==> config.mk <==
export PLATFORM = sky130hd
export DESIGN_NAME = adder_arbiter_flat
export DESIGN_NICKNAME = d
export VERILOG_FILES = /design/src/rtl/adder_arbiter_if.sv /design/src/rtl/adder_arbiter.sv /design/src/flat_wrapper.sv
export SDC_FILE = /design/constraint.sdc
export NUM_CORES = 1
export LEC_CHECK = 0
export ABC_CLOCK_PERIOD_IN_PS = 4500
export CAP_MARGIN = 5
export CORE_UTILIZATION = 41
export CTS_CLUSTER_SIZE = 40
export DETAILED_ROUTE_END_ITERATION = 7
export PLACE_DENSITY = 0.78
export SLEW_MARGIN = 20
export SYNTH_ARGS = -nofsm -noshare
export SYNTH_HDL_FRONTEND = slang
export SYNTH_SLANG_ARGS = --single-unit
==> constraint.sdc <==
create_clock -name clk -period 4.5 [get_ports clk]
set_clock_uncertainty 0.05 [all_clocks]
set_input_delay 0.45 -clock clk [delete_from_list [all_inputs] [get_ports clk]]
set_output_delay 0.45 -clock clk [all_outputs]
set_load 0.1 [all_outputs]
==> src/rtl/adder_arbiter_if.sv <==
// Request/response bundle for adder_arbiter: per-requester beats in, one registered result out.
// slave = arbiter side, master = client/consumer side.
interface adder_arbiter_if #(
  parameter int NUM_REQ = 4,
  parameter int WIDTH   = 8,
  parameter int ID_W    = (NUM_REQ > 1) ? $clog2(NUM_REQ) : 1
) ();
  logic [NUM_REQ-1:0]       req_valid;
  logic [NUM_REQ-1:0]       req_ready;
  logic [NUM_REQ*WIDTH-1:0] req_x;
  logic [NUM_REQ*WIDTH-1:0] req_y;
  logic [NUM_REQ-1:0]       req_carry_in;
  logic [NUM_REQ-1:0]       req_chain;
  logic                     rsp_valid;
  logic                     rsp_ready;
  logic [WIDTH-1:0]         rsp_sum;
  logic                     rsp_carry_out;
  logic [ID_W-1:0]          rsp_id;
  logic                     rsp_last;

  modport slave (
    input  req_valid, req_x, req_y, req_carry_in, req_chain, rsp_ready,
    output req_ready, rsp_valid, rsp_sum, rsp_carry_out, rsp_id, rsp_last
  );

  modport master (
    output req_valid, req_x, req_y, req_carry_in, req_chain, rsp_ready,
    input  req_ready, rsp_valid, rsp_sum, rsp_carry_out, rsp_id, rsp_last
  );
endinterface

==> src/rtl/adder_arbiter.sv <==
// Round-robin shared add-with-carry with locked multi-beat chains; result registered, 1-cycle latency.
// Backpressure: req_ready drops whenever the result register is full and rsp_ready is low.
module adder_arbiter #(
  parameter int NUM_REQ = 4,
  parameter int WIDTH   = 8,
  parameter int ID_W    = (NUM_REQ > 1) ? $clog2(NUM_REQ) : 1
) (
  input logic            clk,
  input logic            rst_n,
  adder_arbiter_if.slave bus
);

  typedef enum logic [0:0] {ARB, LOCKED} state_t;

  typedef struct packed {
    logic             vld;
    logic [WIDTH-1:0] sum;
    logic             carry;
    logic [ID_W-1:0]  id;
    logic             last;
  } rsp_t;

  state_t          state_q, state_d;
  logic [ID_W-1:0] rr_ptr_q, rr_ptr_d;
  logic [ID_W-1:0] owner_q, owner_d;
  logic            chain_carry_q, chain_carry_d;
  rsp_t            rsp_q;

  logic            can_accept;
  logic            found;
  logic [ID_W-1:0] grant;
  logic [ID_W-1:0] sel;
  logic            cin;
  logic            accept;
  logic [WIDTH:0]  add_res;
  int              scan_idx;

  function automatic logic [ID_W-1:0] wrap_inc(input logic [ID_W-1:0] i);
    return (i == ID_W'(NUM_REQ - 1)) ? '0 : i + 1'b1;
  endfunction

  assign can_accept = !rsp_q.vld || bus.rsp_ready;

  // Round-robin scan starting at rr_ptr, wrapping modulo NUM_REQ.
  always_comb begin
    found    = 1'b0;
    grant    = rr_ptr_q;
    scan_idx = 0;
    for (int k = 0; k < NUM_REQ; k++) begin
      scan_idx = int'(rr_ptr_q) + k;
      if (scan_idx >= NUM_REQ) scan_idx = scan_idx - NUM_REQ;
      if (!found && bus.req_valid[scan_idx]) begin
        found = 1'b1;
        grant = ID_W'(scan_idx);
      end
    end
  end

  // While locked, the owner's own carry_in is ignored in favour of the chained carry.
  always_comb begin
    sel = grant;
    cin = bus.req_carry_in[grant];
    if (state_q == LOCKED) begin
      sel = owner_q;
      cin = chain_carry_q;
    end
  end

  assign add_res = (WIDTH+1)'(bus.req_x[int'(sel)*WIDTH +: WIDTH])
                 + (WIDTH+1)'(bus.req_y[int'(sel)*WIDTH +: WIDTH])
                 + (WIDTH+1)'(cin);

  always_comb begin
    state_d       = state_q;
    rr_ptr_d      = rr_ptr_q;
    owner_d       = owner_q;
    chain_carry_d = chain_carry_q;
    accept        = 1'b0;
    bus.req_ready = '0;
    case (state_q)
      ARB: begin
        accept = found && can_accept;
        if (accept) begin
          if (bus.req_chain[sel]) begin
            state_d       = LOCKED;
            owner_d       = sel;
            chain_carry_d = add_res[WIDTH];
          end else begin
            rr_ptr_d = wrap_inc(sel);
          end
        end
      end
      LOCKED: begin
        accept = bus.req_valid[owner_q] && can_accept;
        if (accept) begin
          chain_carry_d = add_res[WIDTH];
          if (!bus.req_chain[owner_q]) begin
            state_d  = ARB;
            rr_ptr_d = wrap_inc(owner_q);
          end
        end
      end
      default: state_d = ARB;
    endcase
    bus.req_ready[sel] = accept;
  end

  always_ff @(posedge clk or negedge rst_n) begin
    if (!rst_n) begin
      state_q       <= ARB;
      rr_ptr_q      <= '0;
      owner_q       <= '0;
      chain_carry_q <= 1'b0;
      rsp_q         <= '0;
    end else begin
      state_q       <= state_d;
      rr_ptr_q      <= rr_ptr_d;
      owner_q       <= owner_d;
      chain_carry_q <= chain_carry_d;
      if (accept) begin
        rsp_q.vld   <= 1'b1;
        rsp_q.sum   <= add_res[WIDTH-1:0];
        rsp_q.carry <= add_res[WIDTH];
        rsp_q.id    <= sel;
        rsp_q.last  <= !bus.req_chain[sel];
      end else if (bus.rsp_ready) begin
        rsp_q.vld <= 1'b0;
      end
    end
  end

  assign bus.rsp_valid     = rsp_q.vld;
  assign bus.rsp_sum       = rsp_q.sum;
  assign bus.rsp_carry_out = rsp_q.carry;
  assign bus.rsp_id        = rsp_q.id;
  assign bus.rsp_last      = rsp_q.last;

endmodule

==> src/flat_wrapper.sv <==
// flat-port wrapper written by rule: the top's interface ports become plain ports
module adder_arbiter_flat 
#(
  parameter int NUM_REQ = 4,
  parameter int WIDTH   = 8,
  parameter int ID_W    = (NUM_REQ > 1) ? $clog2(NUM_REQ) : 1
)
  (clk, rst_n, bus_req_valid, bus_req_x, bus_req_y, bus_req_carry_in, bus_req_chain, bus_rsp_ready, bus_req_ready, bus_rsp_valid, bus_rsp_sum, bus_rsp_carry_out, bus_rsp_id, bus_rsp_last);
  adder_arbiter_if #(.NUM_REQ(NUM_REQ), .WIDTH(WIDTH), .ID_W(ID_W)) bus_i ();
  input logic clk;
  input logic rst_n;
  input wire logic [$bits(bus_i.req_valid)-1:0] bus_req_valid;
  input wire logic [$bits(bus_i.req_x)-1:0] bus_req_x;
  input wire logic [$bits(bus_i.req_y)-1:0] bus_req_y;
  input wire logic [$bits(bus_i.req_carry_in)-1:0] bus_req_carry_in;
  input wire logic [$bits(bus_i.req_chain)-1:0] bus_req_chain;
  input wire logic [$bits(bus_i.rsp_ready)-1:0] bus_rsp_ready;
  output wire logic [$bits(bus_i.req_ready)-1:0] bus_req_ready;
  output wire logic [$bits(bus_i.rsp_valid)-1:0] bus_rsp_valid;
  output wire logic [$bits(bus_i.rsp_sum)-1:0] bus_rsp_sum;
  output wire logic [$bits(bus_i.rsp_carry_out)-1:0] bus_rsp_carry_out;
  output wire logic [$bits(bus_i.rsp_id)-1:0] bus_rsp_id;
  output wire logic [$bits(bus_i.rsp_last)-1:0] bus_rsp_last;
  assign bus_i.req_valid = bus_req_valid;
  assign bus_i.req_x = bus_req_x;
  assign bus_i.req_y = bus_req_y;
  assign bus_i.req_carry_in = bus_req_carry_in;
  assign bus_i.req_chain = bus_req_chain;
  assign bus_i.rsp_ready = bus_rsp_ready;
  assign bus_req_ready = bus_i.req_ready;
  assign bus_rsp_valid = bus_i.rsp_valid;
  assign bus_rsp_sum = bus_i.rsp_sum;
  assign bus_rsp_carry_out = bus_i.rsp_carry_out;
  assign bus_rsp_id = bus_i.rsp_id;
  assign bus_rsp_last = bus_i.rsp_last;
  adder_arbiter #(.NUM_REQ(NUM_REQ), .WIDTH(WIDTH), .ID_W(ID_W)) u_core (.clk(clk), .rst_n(rst_n), .bus(bus_i));
endmodule
**Word-level counts from Yosys, hierarchy flattened**

Cells that the tools add are included.

- Register bits after elaboration: 19
- Output and inout bits: 17
- Word-level logic and storage cells: 114

- $add $sub $neg: 11
- Magnitude comparators: 12
- Equality and inequality tests: 7
- Shift operators: 2
- Multiplexer cells: 55
- Bitwise gates (word level): 2
- Reduce and logical (&&, ||, !) cells: 16

Operators with widths:

| operator | number |
|---|---|
| $lt 32x4->1 const B | 4 |
| $mux 32 | 4 |
| $ge 32x4->1 const B | 3 |
| $sub 32x4->32 const B | 3 |
| $shiftx 32x6->8 | 2 |
| $mux 1 | 27 |
| $mux 2 | 11 |
| $bmux 1 s2 | 8 |
| $add 8x8->9 | 1 |
| $add 9x1->9 | 1 |
| $lt 2x3->1 const B | 3 |
| $add 2x2->3 const B | 2 |
| $logic_and 1x1->1 | 6 |
| $ne 2x2->1 const B | 3 |
| $pmux 1 s2 | 3 |
| $reduce_and 3->1 | 2 |
| $logic_not 1->1 | 5 |
| $add 2x1->2 const B | 2 |
| $and 4x4->4 | 1 |
| $eq 2x2->1 const B | 2 |
| $ne 2x1->1 const B | 2 |
| $pmux 2 s2 | 1 |
| $reduce_and 4->1 | 1 |
| $sub 2x3->4 const B | 1 |
| other kinds (7) | 7 |

**Longest topological paths before layout**

- Word-level depth: 22
- Depth in mapped cells: 18
- Gate-level depth less buffers: 16

**Worst setup path before layout**

Ideal clock, no wire load.

- Path type: input to register
- Start: input bus_req_valid[0]
- End: register u_core.chain_carry_q
- Library setup time: 0.128 ns
- Arrival time: 3.592 ns
- Path slack: 0.731 ns
- Stages on the path: 18
- Path buffers: 2
- Path through: and3b_1 > o21bai_4 > o31ai_4 > inv_2 > buf_2 > clkbuf_1 > nand2_1 > nand2_1 > o21ai_0 > fa_1 > inv_1 > fa_1 > a21o_1 > a21oi_1 > o21ai_0 > nor4_1 > nor3_1 > mux2_1

- Cells in the longest elaborated chain, start to end: 20

Ends and longest elaborated chain:

| item | RTL line | source |
|---|---|---|
| start, declared | flat_wrapper.sv:12 | `input wire logic [$bits(bus_i.req_valid)-1:0] bus_req_valid;` |
| $bmux 1 s2 | adder_arbiter.sv:52 | `if (!found && bus.req_valid[scan_idx]) begin` |
| $mux 1 (implied by the code) (2 in a row) | adder_arbiter.sv:52 |  |
| $mux 1 | adder_arbiter.sv:52 |  |
| $logic_not 1->1 | adder_arbiter.sv:52 |  |
| $logic_and 1x1->1 | adder_arbiter.sv:52 |  |
| $mux 1 | adder_arbiter.sv:52 |  |
| $logic_not 1->1 | adder_arbiter.sv:52 |  |
| $logic_and 1x1->1 | adder_arbiter.sv:52 |  |
| [... 3 more ...] | n/a |  |
| $mux 2 | adder_arbiter.sv:52 |  |
| $mux 2 or $bmux 1 s2 (tied branches) | adder_arbiter.sv:63, adder_arbiter.sv:62 |  |
| $shiftx 32x6->8, or another cell as far along | adder_arbiter.sv:69 | `assign add_res = (WIDTH+1)'(bus.req_x[int'(sel)*WIDTH +: WIDTH])` |
| $add 8x8->9 or $mux 1 (tied branches) | adder_arbiter.sv:70, adder_arbiter.sv:63 |  |
| $add 9x1->9 | adder_arbiter.sv:71 | `+ (WIDTH+1)'(cin);` |
| $mux 1 | adder_arbiter.sv:84 | `if (bus.req_chain[sel]) begin` |
| $mux 1 | adder_arbiter.sv:83 | `if (accept) begin` |
| $pmux 1 s2 | adder_arbiter.sv:80 | `case (state_q)` |
| end signal, assigned | adder_arbiter.sv:119 | `chain_carry_q <= chain_carry_d;` |
| end, declared | adder_arbiter.sv:26 | `logic chain_carry_q, chain_carry_d;` |

Parallel ways exist; a longest one is shown, timed or not. The select of a mux whose other input is x is not followed.
A chain may end at the register's enable or synchronous reset.

**Worst setup path in the final report**

Ends and elaborated chain as after synthesis.

==> qor.txt <==
Yosys warnings: 0
Post-Syn Area: 1990 sq um
largest net degree at the start of global routing: 28
core area: 4500 sq um
total iterations of the first detailed-routing run: 4
max_cap viols: 0
filler cell count: 396
global placement routability congestion: 0.833
Critical R2R Launch: u_core.state_q$_DFF_PN0_
CTS tree: built
Port-buffer cells: 95
CP required: 4.59 ns
most frequent cells after synthesis: nand2_1, dfrtp_1, a31oi_1, and3_1, ha_1
Starting DRT DRC Count: 86
final hold viol count: 0
clk_lat worst skew: 0.25 ns
Rows: 24
Final min period: 4.00 ns
total CTS buffers: 3
H-tree depth: 1
syn nets: 348
final wirelength: 5.48 mm
largest area contributor in the netlist: dfrtp_1
Starting Density: 44.2%
Die Y: 71.7 microns
largest cells by area after synthesis: dfrtp_1, nand2_1, ha_1, a31oi_1, and3_1
die width: 71.7 microns
Post-synth EDFFs: 0
DR vias: 2142
GRT Total Usage: 22.0%
first-pass GRT wire length: 9.12 mm
Setup CP Type: in -> reg
register area share after synthesis: 23.9%
vias in the first global route: 2133
Clock Sinks: 19
post-synthesis area per instance: 7.80 sq um
flops & latches, synth: 19
grt total ovfl: 0
CTS root buf: clkbuf_8
antenna violations before repair: 0
Setup TNS Final: 0 ns
post-route ant nets: 0
via/cell ratio: 5.36
CP Launch Point: bus_req_valid[0]
count of cell types in the netlist: 50
average wire per standard cell: 13.7 microns
hold_sp: u_core.bus.rsp_sum[1]$_DFFE_PN0P_
RSZ-0062 raised after global routing: no
top-area cell type share of the netlist area: 23.9%
Post-CTS Setup Bufs: 0
Critical Path AT: 4.09 ns
Residual DRC: 0
Crit Path Max Fanout: 6
clk slew on worst S/H paths: 0.07 ns
CP Launch Type: input pin
final setup fails: 0
post-CTS resize count: 0
Ant. Diodes: 0
CP endpoint kind: flip-flop
Synth Flop Type: dfrtp_1
most numerous cell in the Yosys netlist: nand2_1
Final Max Tran Viols: 0
# hold bufs at CTS: 0
asr flop ratio synth: 100%
Post-Syn Instances: 255
HPWL after detailed placement: 4.61 mm
HP Class: reg -> reg
Slew @ Worst Pin: 0.985 ns
DIE AREA: 5130 sq um
status: finished clean
layout cells sized above 1: 9.48%
slew margin rel.: 34.1%
clk buf depth: 2
period utilization: 88.9%
Total Nets Final: 442
P&R area growth vs syn: 55.6%
number of primary I/O pins: 96
Peak Freq: 250 MHz
==> registers in the layout (all words and copies together), names as in the netlist <==
name	cells
u_core.bus.rsp_last	1
u_core.bus.rsp_carry_out	1
u_core.bus.rsp_id	2
u_core.bus.rsp_valid	1
u_core.rr_ptr_q	2
u_core.owner_q	2
u_core.bus.rsp_sum	8
u_core.state_q	1
u_core.chain_carry_q	1
==> cell families after synthesis <==
kind of cell | count (synthesis) | synth area share [%]
compound gates | 49 | 19.0
xor+xnor | 5 | 2.20
fa+ha+maj | 14 | 9.56
buf+inv | 22 | 4.34
flops | 19 | 23.9
mux | 19 | 11.5
simple gates | 127 | 29.5
==> cells in the final DEF, fill, tap and decap left out, types with 7 or more instances in the layout <==
cell type	n
and3_1	14
nand2_1	72
a31oi_1	14
nor2_1	10
dfrtp_1	19
mux2_2	7
buf_4	7
clkdlybuf4s50_1	91
ha_1	12
==> worst max-delay path, cell delays in order <==
cell,delay [ns]
clkdlybuf4s50_1,0.47
and3b_1,0.24
or4_4,0.54
nand2_1,0.14
mux2i_1,0.20
mux2i_1,0.09
mux2i_1,0.17
fa_1,0.19
inv_1,0.06
fa_1,0.40
a21o_1,0.20
a21oi_1,0.21
o21ai_0,0.15
nor4_1,0.19
nor3_1,0.10
mux2_1,0.29
==> cell type report <==
cell class | count | area [sq um] | area share (%)
Sequential cell | 19 | 475 | 15.4
Inverter | 9 | 33.8 | 1.09
Clock buffer | 4 | 45.0 | 1.46
Multi-Input combinational cell | 214 | 1430 | 46.3
Timing Repair Buffer | 102 | 1040 | 33.7
Tap cell | 52 | 65.1 | 2.10
==> per-stage QoR <==
stage	hold WS [ns]	utilization (%)	cell area [sq um]	cells	worst slack, ns
floorplan	0.104	-	1990	255	0.731
global placement	0.442	67.7	3050	396	0.323
detailed placement	0.446	67.7	3050	396	0.211
CTS	0.461	68.7	3100	400	0.471
global route	0.482	68.7	3100	400	0.155
finish	0.454	68.7	3100	400	0.499
==> layer usage <==
metal	vias up	global-route usage [%]	part of all wire [%]
met5	-	0	0
met3	5	1.41	4.4
met2	71	41.1	51
met4	0	5.01	0.84
li1	1091	-	-
met1	975	27.5	44
==> path summary, 6_finish.rpt <==
check | slack [ns] | to | cells after the start
worst max-delay path | 0.50 | u_core.chain_carry_q$_DFFE_PN0P_ | 16
worst min-delay path | 0.45 | u_core.bus.rsp_sum[1]$_DFFE_PN0P_ | 1
worst max register to register | 0.66 | u_core.chain_carry_q$_DFFE_PN0P_ | 16
worst min register to register | 0.45 | u_core.bus.rsp_sum[1]$_DFFE_PN0P_ | 1
max in group asynchronous | 3.28 | u_core.bus.rsp_id[1]$_DFFE_PN0P_ | 1
min in group asynchronous | 0.61 | u_core.owner_q[0]$_DFFE_PN0P_ | 1
Power is not shown: default switching activity piles up to over one toggle a cycle in this logic, so the estimate is an artifact.
